<file path="src/rtl/dsp48a1_mac_seq.sv">
// Dot-product sequencer for one DSP48A1 slice (A1/B1, M, P and OPMODE registered).
// Drives the slice clock enables so P accumulates only accepted operand pairs.
module dsp48a1_mac_seq #(
  parameter int LEN_W = 8
) (
  input  logic             clk,
  input  logic             rst_n,
  input  logic             start,
  input  logic [LEN_W-1:0] len,
  input  logic             abort,
  output logic             busy,
  input  logic             in_valid,
  output logic             in_ready,
  input  logic [17:0]      a_in,
  input  logic [17:0]      b_in,
  output logic [17:0]      dsp_a,
  output logic [17:0]      dsp_b,
  output logic             dsp_cea,
  output logic             dsp_ceb,
  output logic             dsp_cem,
  output logic             dsp_cep,
  output logic             dsp_rstp,
  output logic [7:0]       dsp_opmode,
  output logic             dsp_ceopmode,
  input  logic [47:0]      dsp_p,
  output logic             res_valid,
  output logic [47:0]      res_data,
  output logic [2:0]       state_dbg
);

  typedef enum logic [2:0] {
    S_IDLE  = 3'd0,
    S_CLR   = 3'd1,
    S_RUN   = 3'd2,
    S_DRAIN = 3'd3,
    S_DONE  = 3'd4
  } state_t;

  state_t           state;
  logic [LEN_W-1:0] remaining;
  logic             drain_cnt;
  logic             zero_flag;
  logic             v1;
  logic             v2;
  logic             accept;
  logic             abort_now;
  logic             pipe_clear;

  // Handshake: a pair transfers in any cycle where in_valid && in_ready;
  // in_ready is registered and never depends on in_valid.
  assign accept     = in_valid && in_ready;
  assign abort_now  = abort && (state == S_CLR || state == S_RUN || state == S_DRAIN);
  assign pipe_clear = (state == S_CLR) || abort_now;

  assign dsp_a        = a_in;
  assign dsp_b        = b_in;
  assign dsp_cea      = accept;
  assign dsp_ceb      = accept;
  assign dsp_cem      = v1;
  assign dsp_cep      = v2;
  assign dsp_rstp     = pipe_clear;
  assign dsp_opmode   = 8'h09;
  assign dsp_ceopmode = (state == S_IDLE);
  assign state_dbg    = state;

  always_ff @(posedge clk or negedge rst_n) begin
    if (!rst_n) begin
      state     <= S_IDLE;
      remaining <= '0;
      drain_cnt <= 1'b0;
      zero_flag <= 1'b0;
      busy      <= 1'b0;
      in_ready  <= 1'b0;
      res_valid <= 1'b0;
      res_data  <= '0;
    end else begin
      res_valid <= 1'b0;
      case (state)
        S_IDLE: begin
          if (start) begin
            busy <= 1'b1;
            if (len != '0) begin
              state     <= S_CLR;
              remaining <= len;
              zero_flag <= 1'b0;
            end else begin
              state     <= S_DONE;
              zero_flag <= 1'b1;
            end
          end
        end
        S_CLR: begin
          state    <= S_RUN;
          in_ready <= 1'b1;
        end
        S_RUN: begin
          if (accept) begin
            remaining <= remaining - LEN_W'(1);
            if (remaining == LEN_W'(1)) begin
              state     <= S_DRAIN;
              in_ready  <= 1'b0;
              drain_cnt <= 1'b0;
            end
          end
        end
        S_DRAIN: begin
          // Two cycles let the last product move M -> P.
          if (drain_cnt) state <= S_DONE;
          else           drain_cnt <= 1'b1;
        end
        S_DONE: begin
          res_data  <= zero_flag ? 48'd0 : dsp_p;
          res_valid <= 1'b1;
          busy      <= 1'b0;
          state     <= S_IDLE;
        end
        default: begin
          state    <= S_IDLE;
          busy     <= 1'b0;
          in_ready <= 1'b0;
        end
      endcase
      if (abort_now) begin
        state    <= S_IDLE;
        busy     <= 1'b0;
        in_ready <= 1'b0;
      end
    end
  end

  // Valid pipe mirrors the slice M and P stages so bubbles freeze both.
  always_ff @(posedge clk or negedge rst_n) begin
    if (!rst_n) begin
      v1 <= 1'b0;
      v2 <= 1'b0;
    end else begin
      v1 <= accept && !pipe_clear;
      v2 <= v1 && !pipe_clear;
    end
  end

endmodule
</file>
<file path="config.mk">
export PLATFORM = sky130hd
export DESIGN_NAME = dsp48a1_mac_seq
export DESIGN_NICKNAME = d
export VERILOG_FILES = /design/src/rtl/dsp48a1_mac_seq.sv
export SDC_FILE = /design/constraint.sdc
export NUM_CORES = 1
export LEC_CHECK = 0
export CAP_MARGIN = 10
export CORE_UTILIZATION = 58
export DETAILED_ROUTE_END_ITERATION = 10
export DONT_BUFFER_PORTS = 1
export HOLD_SLACK_MARGIN = 0.08
export PLACE_DENSITY = 0.74
export SLEW_MARGIN = 10
export SYNTH_ARGS = -nofsm -noshare
export SYNTH_HDL_FRONTEND = slang
export SYNTH_SLANG_ARGS = --single-unit
</file>
<file path="constraint.sdc">
create_clock -name clk -period 2 [get_ports clk]
set_input_delay 0.6 -clock clk [delete_from_list [all_inputs] [get_ports clk]]
set_output_delay 0.6 -clock clk [all_outputs]
set_load 0.1 [all_outputs]
</file>
Word-level counts from Yosys, hierarchy flattened
Index checks and enable logic that the tools add are counted.
Widths: inputs -> output; s select.
- flip-flop bits (word level): 66
- output and inout port bits: 104
- reductions and logical operators: 20
- muxes and demuxes: 22
- $add $sub $neg: 1
- equality and inequality tests: 15
- operators by type and width (kind ; number):
    $mux 48 ; 1
    $mux 8 ; 3
    $mux 3 ; 6
    $pmux 8 s2 ; 1
    $pmux 3 s4 ; 1
    $eq 8x1->1 const B ; 1
    $ne 2x1->1 const B ; 4
    $reduce_and 4->1 ; 2
    $reduce_bool 8->1 ; 1
    $sub 8x1->8 const B ; 1
    $mux 1 ; 7
    $eq 3x2->1 const B ; 2
    $ne 3x2->1 const B ; 2
    $ne 3x3->1 const B ; 2
    $reduce_and 3->1 ; 2
    $reduce_or 3->1 ; 2
    $logic_and 1x1->1 ; 4
    $ne 2x2->1 const B ; 2
    $pmux 1 s2 ; 2
    $reduce_and 2->1 ; 2
    $reduce_bool 2->1 ; 2
    $eq 3x1->1 const B ; 1
    $eq 3x3->1 const B ; 1
    $logic_not 3->1 ; 1
    3 further kinds ; 5

Logic depth before layout (Yosys ltp)
Gate-level depths: netlist (run 1).
- word-level depth: 7
- mapped depth: 6

Worst setup path before layout (run 1)
OpenSTA, ideal clock, no wires.
- path kind: register -> output
- start: register state[1] (netlist: state_dbg[1])
- end: output dsp_ceopmode
- data arrival time: 3171 ps
- data required time: 1400 ps
- stages on the path, launching flop included: 3
- slack: -1771 ps
- cell sequence: dfrtp_1 -> buf_2 -> nor3_1
- cells in the longest elaborated chain, start to end: 1
- ends and longest elaborated chain (what ; RTL line ; RTL):
    start, declared ; 39 ; state_t state;
    start signal, assigned ; 68 ; state <= S_IDLE;
    start signal, assigned ; 83 ; state <= S_CLR;
    start signal, assigned ; 87 ; state <= S_DONE;
    $logic_not 3->1 ; 63 ; assign dsp_ceopmode = (state == S_IDLE);
    end, declared ; 24 ; output logic dsp_ceopmode,
Every way passes these cells.

Worst setup path in the final report (run 1)
- start: register state[1] (netlist: state_dbg[1])
- end: output dsp_rstp
- cells in the longest elaborated chain, start to end: 5
- elaborated cells between the ends (all ways): 7
- those cells by class: eq/ne: 3; reduce/logical: 4
- ends and longest elaborated chain (what ; RTL line ; RTL):
    $eq 3x1->1 / $eq 3x2->1 (equally long branches) ; 52, 53 ;
    $logic_or 1x1->1 (2 in series) ; 52 ; assign abort_now = abort && (state == S_CLR || state == S_RUN || state == S_DRAIN);
    $logic_and 1x1->1 ; 52 ;
    $logic_or 1x1->1 (*) ; 53 ; assign pipe_clear = (state == S_CLR) || abort_now;
    end, declared ; 22 ; output logic dsp_rstp,
Every way passes the cells marked *; elsewhere a longest branch is shown, timed or not.

==> results of run 1 <==
## cell families (layout without fill, tap and decap cells)
kind of cell / after synthesis / in the layout / synth area share [%]
fa+ha+maj: 2 / 2 / 0.755
compound gates: 81 / 81 / 14.1
other cells: 2 / 8 / 0.227
simple gates: 150 / 150 / 21.0
buf+inv: 73 / 93 / 13.4
mux: 2 / 2 / 0.642
flops: 66 / 66 / 49.8
## repair_timing
action	in CTS	in global routing
hold endpoints to repair	66	66
buffers inserted	5	0
pin swaps	1	0
resized for setup	0	2
endpoints found under the setup margin	1	3
## worst max-delay path by stage
stage	start	endpoint	cells after the start
finish	state_dbg[1]	dsp_rstp	2
global route	state_dbg[1]	dsp_rstp	2
CTS	state_dbg[1]	dsp_rstp	2
floorplan	state_dbg[0]	dsp_ceopmode	2
detailed placement	len[6]	remaining[1]	4
global placement	abort	dsp_rstp	2
## area by class of cell
type / instances / area, um^2
flip-flops and latches: 66 / 1670
clock buffers: 9 / 124
clock inverters: 6 / 35.0
well taps: 72 / 90.1
repair buffers: 69 / 559
multi-input cells: 243 / 1270
inverters: 9 / 37.5
fillers: 464 / 1720
## layout by cell type, fill, tap and decap left out, types with 4 or more instances in the layout
master,n
buf_4,65
clkinv_2,4
nand2_1,102
o21ai_0,53
conb_1,8
nor2_1,18
dfrtp_1,62
o32a_1,4
nand3_1,4
dfrtp_4,4
a21oi_1,7
inv_1,8
clkbuf_8,9
## layer usage
| layer | vias to the layer above | routed length (um) |
|---|---|---|
| met5 | - | 0 |
| met4 | 0 | 209 |
| met3 | 28 | 491 |
| met2 | 122 | 3230 |
| met1 | 1145 | 2940 |
| li1 | 1236 | - |
## stage by stage
step                      area, um^2  setup slack [ps]  hold slack (ps)  utilization (%)
after floorplan                 3420              -237              304                -
after global placement          3580               166              306             65.0
after detailed placement        3580               154              306             65.0
after CTS                       3780             -96.5            -51.4             68.6
after global routing            3780              -113            -59.4             68.7
final                           3780             -71.4            -32.6             68.7
==> results.md, run 1 <==
- Layout cell share with drive strength beyond 1: 25.4%
- Final std cells w/o fill: 474
- Hold Path Class: input port to async pin
- Max-Cap Viols: 0
- Pin count of the biggest net entering global routing: 98
- Area share of the largest cell type after synthesis: 49.8%
- Worst Path Required: 1400 ps
- Final setup fails: 1
- Commonest cells post-synth: 104 x nand2_1, 66 x dfrtp_1, 53 x o21ai_0, 45 x buf_4, 19 x nor2_1
- Placed Cells: 454
- Starting Density: 60.2%
- Setup TNS: -71.4 ps
- CTS Root Cell: clkbuf_8
- Post-synth ARST share: 100%
- Setup crit end kind: output pin
- Worst path top cell family by delay: simple AND/OR/NAND/NOR gates
- DRT Pass-1 Iters: 4
- RSZ-0062 raised after global routing: true
- Area growth from synthesis to layout: 14.2%
- Nets: 497
- IO Port Bufs: 0
- Final WS setup: -71.4 ps
- Worst setup path class: flip-flop to output pin
- Fin. max-slew vios: 0
- Crit path cell chain: mux2i_1, nor2_4
- Worst r2r dst: remaining[1]
- Clock sink total: 66
- Clk buf depth: 2
- Fin crit share: 104%
- CTS tree: done
- Die Area: 6020 um^2
- Avg Cell Area, Syn: 8.81 um^2
- Most Used Layer, Global Route: met2
- Worst-case reg-to-reg path depth: 5
- Number of global-route vias before repair: 2369
- Die X: 77.6 um
- Rows: 27
- Reg2reg start: state_dbg[1]
- Cell taking the most area after synthesis: dfrtp_1
- Routed vias/inst: 5.34
- DRT Wirelength: 6870 um
- Worst slew margin: 57.1%
- Ranking of synthesized cells by area: dfrtp_1 50%, nand2_1 12%, buf_4 10%
- WP data arrival: 1470 ps
- F_max: 0.483 GHz
- Mapped Area: 3310 um^2
- Initial antenna violation count: 0
- WHS: -32.6 ps
- M2 GR Usage: 38.1%
- Antenna diode instance count: 0
- Iteration-0 DRC Markers: 141
- Remaining DRCs: 0
- Routed Antenna Nets: 0
- Number of synthesized flops with an enable pin: 0
- Htree depth: 3
- Clock slew at the register clock pins of the worst setup and hold paths: 70 ps
- Crit path time final: 2070 ps
- Die span in y: 77.6 um
- Crit Path Max Fanout: 3
- Worst-margin pin slew: 641 ps
- Drt wl/cell: 14.5 um
- Top reg by flops: res_data
- Hold Violations, Final: 66
- Max FFs per register: 48
- Grt met3 use: 5.53%
- Worst setup SP type: flip-flop
- Slowest cell on crit path: nor2_4
- Failing checks: negative hold slack, negative setup slack
- Tot GR Track Use: 23.3%
- HPWL after DPL: 4820 um
- Most used DFF post-synth: dfrtp_1
- First-pass GRT wire length: 11000 um
- Status: finished with violations
- Remaining Overflow, GRT: 0
- Crit-path max cell delay: 520 ps
- Worst Path Buf+Inv: 0
- Clock Skews: 7.97 ps
- GP Congestion: 0.897
- Synth Warn #: 0
- Vias: 2531
- Total CTS buffers: 9
- M1 GR Usage: 28.5%
- I/O Pins: 201
- Core box area: 5510 um^2
- Cell count after synthesis: 376
- R2r setup slk: 130 ps
- Top-count cell post-synth: nand2_1
- Yosys reg bits: 66
- Clock insertion delay at the later pin of the skew report: 320 ps
- Post-synthesis sequential area ratio: 49.8%
- Netlist cell types: 42
Power of run 1 is not shown: default switching activity piles up to over one toggle a cycle in this logic, so the estimate is an artifact.
==> inputs of run 2 (changes only) <==
- CORE_MARGIN: default -> 2
- CTS_CLUSTER_DIAMETER: default -> 200
==> run 2 against run 1 <==
Against the previous run: the flow still finishes with violations (negative hold slack, negative setup slack); cell count decreased by 0.42%; non-clock buffer count decreased by 3; maximum frequency decreased by 1.5%; core utilization increased by 0.95 points; global-route usage decreased by 0.73 points; largest cell class unchanged; highest routed layer unchanged.
==> results.md, run 2 (synthesized netlist as in run 1, its figures left out) <==
- Max-Cap Viols: 0
- F_max: 0.475 GHz
- CTS tree: done
- Crit path time final: 2100 ps
- Top reg by flops: res_data
- Routed vias/inst: 5.36
- DRT Pass-1 Iters: 6
- Setup crit end kind: output pin
- Max FFs per register: 48
- Total CTS buffers: 9
- Number of global-route vias before repair: 2322
- Layout cell share with drive strength beyond 1: 24.8%
- Setup TNS: -103 ps
- Die span in y: 79.6 um
- Area after DPL: 3600 um^2
- Worst slew margin: 57.0%
- Most common cell after layout, fill and taps aside: nand2_1
- Worst setup path class: flip-flop to output pin
- Worst setup SP type: flip-flop
- Clock Skews: 5.58 ps
- Hold Path Class: input port to async pin
- Hold Violations, Final: 66
- Clk buf depth: 2
- Final WS setup: -103 ps
- WHS: -43.5 ps
- Slowest cell on crit path: nor2_4
- CTS Root Cell: clkbuf_8
- DRT Wirelength: 7060 um
- Rows: 27
- Iteration-0 DRC Markers: 187
- Routed Antenna Nets: 0
- Htree depth: 3
- GP Congestion: 0.911
- Tot GR Track Use: 22.6%
- IO Port Bufs: 0
- Area growth from synthesis to layout: 15.8%
- Final setup fails: 1
- Final instance area: 3840 um^2
- First-pass GRT wire length: 10900 um
- Clock sink total: 66
- Initial antenna violation count: 0
- Remaining Overflow, GRT: 0
- Clock slew at the register clock pins of the worst setup and hold paths: 70 ps
- Die Area: 6330 um^2
- Failing checks: negative hold slack, negative setup slack
- Pin count of the biggest net entering global routing: 94
- Core box area: 5510 um^2
- RSZ-0062 raised after global routing: true
- Clock insertion delay at the later pin of the skew report: 330 ps
- Drt wl/cell: 15.0 um
- DP Worst Slack: 128 ps
- HPWL after DPL: 5050 um
- Fin. max-slew vios: 0
- I/O Pins: 201
- Crit path cell chain: mux2i_1, nor2_4
- Worst-margin pin slew: 643 ps
- Antenna diode instance count: 0
- Worst Path Required: 1400 ps
- Nets: 494
- Most frequent cells in the layout: 102 x nand2_1, 62 x dfrtp_1, 62 x buf_4
- Remaining DRCs: 0
- Fin crit share: 105%
- WP data arrival: 1500 ps
- Die X: 79.6 um
- Vias: 2530
- Starting Density: 60.2%
- Status: finished with violations
- Crit Path Max Fanout: 3
- Crit-path max cell delay: 520 ps
-- run 2: area by class of cell --
type	count	area [um^2]
clock buffers	10	138
clock inverters	6	90.1
inverters	9	37.5
well taps	72	90.1
multi-input cells	243	1270
repair buffers	66	546
fillers	434	1670
flip-flops and latches	66	1670
-- run 2: repair_timing --
action,4_1_cts,5_1_grt
buffers inserted,1,0
resized for setup,0,0
pin swaps,1,0
setup endpoints to repair,1,1
endpoints found under the hold margin,66,66
-- run 2: path summary, 6_finish.rpt --
path                            slack [ps]         start           end  depth (start not counted)
worst max-delay path                  -100  state_dbg[1]      dsp_rstp                          2
worst min-delay path                   -40         rst_n  state_dbg[1]                          0
worst max register to register         110  state_dbg[1]  remaining[1]                          5
worst min register to register         490  res_data[41]  res_data[41]                          2
max in group asynchronous             1930         rst_n     res_valid                          0
min in group clk                       400     dsp_p[39]  res_data[39]                          2
-- run 2: critical path, delay by kind of cell (launching register included) --
family / cells / cell delay [ps]
mux: 1 / 160
simple gates: 1 / 520
flops: 1 / 490
-- run 2: per-layer routing --
layer  global-route usage, %  wire [um]  up-vias
li1                        -          -     1232
met1                    28.7       2990     1146
met2                    35.0       3280      131
met3                    7.47        646       21
met4                    10.3        145        0
met5                       0          0        -
-- run 2: through the flow --
stage               util (%)  instances
floorplan                  -        382
global placement        65.4        455
detailed placement      65.4        455
CTS                     69.7        472
global route            69.7        472
finish                  69.7        472
Power of run 2 is left out for the same reason.
